[src/rtl/pipe_mux_skid.sv]
// pipe_mux_skid: registered N-to-1 select stage with valid/ready handshake, one-entry skid buffer and flush
module pipe_mux_skid #(
  parameter int WIDTH = 5,
  parameter int NUM_IN = 4,
  parameter int SEL_W = 2,
  parameter logic [WIDTH-1:0] DEFAULT = '0
) (
  input  logic                    clk,
  input  logic                    reset,
  input  logic [NUM_IN*WIDTH-1:0] in_bus,
  input  logic [SEL_W-1:0]        sel,
  input  logic                    in_valid,
  output logic                    in_ready,
  input  logic                    flush,
  output logic [WIDTH-1:0]        out_data,
  output logic [SEL_W-1:0]        out_sel,
  output logic                    out_valid,
  input  logic                    out_ready,
  output logic                    sel_err
);
  logic             main_v_q, main_v_d, skid_v_q, skid_v_d, err_q, err_d;
  logic [WIDTH-1:0] main_data_q, main_data_d, skid_data_q, skid_data_d, sel_val;
  logic [SEL_W-1:0] main_sel_q, main_sel_d, skid_sel_q, skid_sel_d;
  logic             sel_ok, accept;
  assign in_ready  = !skid_v_q;
  assign accept    = in_valid & in_ready;
  assign out_valid = main_v_q;
  assign out_data  = main_data_q;
  assign out_sel   = main_sel_q;
  assign sel_err   = err_q;
  // Select the indexed input; indices past NUM_IN never touch in_bus and yield DEFAULT
  always_comb begin
    sel_val = DEFAULT;
    sel_ok  = 1'b0;
    for (int k = 0; k < NUM_IN; k++)
      if (sel == SEL_W'(k)) begin
        sel_val = in_bus[k*WIDTH +: WIDTH];
        sel_ok  = 1'b1;
      end
  end
  // Main register has priority; skid only fills when main is full and stalled
  always_comb begin
    main_v_d    = main_v_q;
    main_data_d = main_data_q;
    main_sel_d  = main_sel_q;
    skid_v_d    = skid_v_q;
    skid_data_d = skid_data_q;
    skid_sel_d  = skid_sel_q;
    err_d       = err_q | (accept & !sel_ok);
    if (flush) begin
      main_v_d = 1'b0;
      skid_v_d = 1'b0;
    end else if (!main_v_q || out_ready) begin
      main_v_d = skid_v_q | accept;
      if (skid_v_q) begin
        main_data_d = skid_data_q;
        main_sel_d  = skid_sel_q;
        skid_v_d    = 1'b0;
      end else if (accept) begin
        main_data_d = sel_val;
        main_sel_d  = sel;
      end
    end else if (accept) begin
      skid_v_d    = 1'b1;
      skid_data_d = sel_val;
      skid_sel_d  = sel;
    end
  end
  // State registers, cleared asynchronously
  always_ff @(posedge clk or posedge reset) begin
    if (reset) begin
      main_v_q    <= 1'b0;
      main_data_q <= '0;
      main_sel_q  <= '0;
      skid_v_q    <= 1'b0;
      skid_data_q <= '0;
      skid_sel_q  <= '0;
      err_q       <= 1'b0;
    end else begin
      main_v_q    <= main_v_d;
      main_data_q <= main_data_d;
      main_sel_q  <= main_sel_d;
      skid_v_q    <= skid_v_d;
      skid_data_q <= skid_data_d;
      skid_sel_q  <= skid_sel_d;
      err_q       <= err_d;
    end
  end
endmodule

[config.mk]
export PLATFORM = sky130hd
export DESIGN_NAME = pipe_mux_skid
export DESIGN_NICKNAME = d
export VERILOG_FILES = /design/src/rtl/pipe_mux_skid.sv
export SDC_FILE = /design/constraint.sdc
export NUM_CORES = 1
export LEC_CHECK = 0
export CAP_MARGIN = 20
export CORE_ASPECT_RATIO = 1.5
export CORE_UTILIZATION = 44
export CTS_CLUSTER_SIZE = 30
export DETAILED_ROUTE_END_ITERATION = 8
export PLACE_DENSITY = 0.8
export SLEW_MARGIN = 10
export SYNTH_ARGS = -nofsm -noshare
export SYNTH_HDL_FRONTEND = slang
export SYNTH_SLANG_ARGS = --single-unit
[constraint.sdc]
create_clock -name clk -period 4.6 [get_ports clk]
set_input_delay 0.92 -clock clk [delete_from_list [all_inputs] [get_ports clk]]
set_output_delay 0.92 -clock clk [all_outputs]
set_load 0.1 [all_outputs]
; Yosys cells after proc, flatten, opt, wreduce, memory -nomap -nowiden
; Cells that the tools add are included.
[totals]
reg_bits = 17
latch_bits = 0
ram_bits = 0
romBits = 0
wordCells = 43
n_memories = 0
[op_classes]
add_sub_neg = 0
n_mul = 0
n_div = 0
magnitude_cmp = 0
n_eq_ne = 3
shift = 0
n_mux = 17
bitwise_logic = 6
reduce_logical = 10
[ops]
columns = operator, n
row1 = two-way mux 5 bit, 6
row2 = two-way mux 1 bit, 9
row3 = AND reduction 3 bit, 2
row4 = equality test 2 bit (second input constant), 2
row5 = two-way mux 2 bit, 2
row6 = nonzero test 2 bit, 2
row7 = zero test 1 bit, 3
row8 = nonzero test 3 bit, 1
row9 = bitwise AND 1 bit, 2
row10 = equality test 2 x 1 -> 1 bit (second input constant), 1
row11 = zero test 2 bit, 1
row12 = NOT 1 bit, 2
row13 = OR 1 bit, 2
row14 = logical OR 1 bit, 1

; Logic depth before layout (Yosys ltp)
[logic_depth]
ltp_word = 8
depth_mapped = 5
depth_no_buf = 3

; Worst setup path before layout
; OpenSTA, ideal clock, no wires.
[synth_path]
path_type = flip-flop to output port
from = register skid_v_q
to = output port in_ready
arrival_ps = 1196
setup_slack_ps = 2484
path_stages_with_launch = 3
cell_sequence = dfrtp_1 > buf_2 > inv_1
[synth_between]
elab_chain_len = 1
[synth_rtl]
columns = item, line_no
row1 = from (decl), 21  ; logic main_v_q, main_v_d, skid_v_q, skid_v_d, err_q, err_d;
row2 = from (signal assigned), 83  ; skid_v_q <= skid_v_d;
row3 = zero test 1 bit, 25  ; assign in_ready = !skid_v_q;
row4 = to (decl), 13  ; output logic in_ready,
; No other way between the ends.

; Worst setup path in the final report
; Ends and elaborated chain as after synthesis.

==> summary.txt <==
Core box area - 1831 µm²
Crit share post-route - 68.13%
Vias in the first global route - 702
Post-CTS setup buffers - 0
Nets - 130
Synth Area per Inst - 12.87 µm²
Clk Latency, worst-skew pair - 0.28 ns
Setup Crit Path Kind - reg -> out
Critical path fanouts, max - 11
Cell Area, Synth - 862.1 µm²
Post-Route WL - 1736 µm
Die Footprint - 2144 µm²
RSZ-0062 raised after global routing - false
Fin util - 68.08%
Total gr overflow - 0
Clock transition at the registers of the reported paths - 0.10 ns
Synth Instances - 67
WP buf/inv - 2
Dpl ws - 1.785 ns
Fmax - 0.3191 GHz
Hold buffer count at CTS - 0
Initial antenna violation count - 0
Slew HR - 34.98%
H-tree depth - 1
Die Wd - 38.14 µm
Antenna-violating nets left - 0
Slowest stage delay, CP - 1.17 ns
Final setup vio count - 0
Vias/cell - 5.431
Sw Pwr - 183.6 µW
Async set-reset flop share out of synthesis - 100.0%
Max-Cap Viols - 0
Num ports - 37
Std cell rows - 19
Largest net degree at the start of global routing - 18
Crit-path cells - inv_1 -> clkdlybuf4s50_1
VDD IR max - 0.0002303 V
Synth unique cells - 17
Slowest CP cell - clkdlybuf4s50_1
First-pass detailed-route iteration total - 2
Synth Register Bits - 17
CTS root buf - clkbuf_4
Initial core utilization - 47.10%
WP data required - 3.68 ns
Syn_nets - 94
Dpl cell area - 1219 µm²
Vias - 668
Power share of the combinational group - 41.8%
Worst-margin pin slew - 0.9722 ns
Sink Count - 17
Final Slew Violations - 0
Clock power share - 16.4%
Top cell type's share of synthesized area - 49.35%
Register area share after synthesis - 49.35%
Int Pwr - 282.4 µW
Global Route Usage Sum - 19.31%
CTS tree - done
ANT cells - 0
Area growth syn-to-layout - 44.56%
Share of cells above drive strength 1 - 23.53%
CP startpoint kind - register
Post-synth top area cell - dfrtp_1
Synthesis warning total - 0
Reg power frac - 41.8%
Inserted Clock Buffers - 3
Leakage - 0.0005043 µW
Hpwl dp - 1428 µm
Chip height - 56.21 µm
Status - complete, no violations
Largest cells by area after synthesis - dfrtp_1 (49%), mux2_2 (14%), mux4_2 (13%)
Iter 0 DRT Violations - 6
Most common cell in the netlist - dfrtp_1
Path type of the worst min-delay path - reg -> reg
First-pass GRT wire length - 2994 µm
Setup crit end kind - primary output
Post-Layout Inst Area - 1246 µm²
Worst Path Arrival - 2.21 ns
Post-CTS sizing - 0
Routed len/inst - 14.11 µm
Residual DRC - 0
Gpl congestion - 0.7366
Smallest setup slack after layout - 1.466 ns
Synth top cells by count - dfrtp_1 (17), mux2_2 (11), nand2_1 (10)
Max Root-Sink Buffers - 2
Pwr Density - 373.9 nW/µm²
Setup_tns - 0 ns
Setup Skew - 0.003404 ns
CP top delay family - buffers and inverters
Final-report hold violation count - 0
Ys flop type - dfrtp_1
# fillers - 154
Post-synth EDFFs - 0
Final Critical Period - 3.134 ns
Switching share of power - 39.40%
IO buf count - 36
## path summary, 6_finish.rpt
| check | cells after the start | to | slack [ns] | start |
|---|---|---|---|---|
| max | 2 | in_ready | 1.47 | skid_v_q |
| min | 0 | sel_err | 0.39 | sel_err |
| max reg2reg | 2 | skid_data_q[0] | 2.96 | skid_v_q |
| min reg2reg | 0 | sel_err | 0.39 | sel_err |
| max in group asynchronous | 2 | out_data[3] | 3.20 | reset |
| min in group asynchronous | 2 | sel_err | 1.00 | reset |
## stage by stage
stage / cells / power (µW) / hold WS (ns)
finish: 123 / 466.0 / 0.3928
global route: 123 / 491.4 / 0.4158
CTS: 123 / 470.3 / 0.4031
detailed placement: 119 / 394.1 / 0.3795
global placement: 119 / 389.1 / 0.3638
floorplan: 67 / 335.0 / 0.4750
## cell usage in the layout, fill, tap and decap left out, drive strengths merged
cell	Yosys	final
a21oi	6	6
mux4	5	5
nand2b	1	1
a31oi	5	5
nor3	1	1
nand2	10	10
clkinv	0	1
clkdlybuf4s50	0	36
and2	1	1
inv	2	2
dfrtp	17	17
nor2	1	1
nor4b	1	1
o21ba	1	1
mux2	11	11
clkbuf	2	3
## metal layers
metal	vias up	routed length (µm)	track usage (%)
met4	0	14	6.122
met1	332	641	23.48
met3	2	61	3.600
met2	23	1019	32.93
li1	311	-	-
met5	-	0	0
## power groups by stage
stage	combinational [µW]	clock, µW	sequential (µW)
3_3_place_gp	193	0	197
2_1_floorplan	51.0	0	284
5_1_grt	204	88.9	199
6_report	195	76.4	195
3_5_place_dp	196	0	198
4_1_cts	196	79.0	195
## cell families (layout without fill, tap and decap cells)
| logic type | after synthesis | count (layout) | synth area share, % |
|---|---|---|---|
| flip-flops | 17 | 17 | 49.35 |
| multiplexers | 16 | 16 | 27.43 |
| AND/OR/NAND/NOR | 15 | 15 | 10.59 |
| AO/OA/AOI/OAI | 12 | 12 | 8.273 |
| buffers and inverters | 7 | 42 | 4.353 |
## sequential cells by signal, summed over array words and instances, names as in the netlist
signal and count:
out_valid 1, skid_v_q 1, out_sel 2, sel_err 1, out_data 5, skid_sel_q 2
skid_data_q 5
## area by class of cell
cell class / count / area [µm²] / area share [%]
sequential: 17 / 425.4 / 34.14
multi-input combinational: 43 / 399.1 / 32.03
timing repair buffer: 36 / 360.3 / 28.92
tap: 21 / 26.28 / 2.108
clock buffer: 3 / 22.52 / 1.807
inverter: 2 / 7.507 / 0.6024
clock inverter: 1 / 5.005 / 0.4016
No activity file was read; power rests on OpenSTA's default activity.
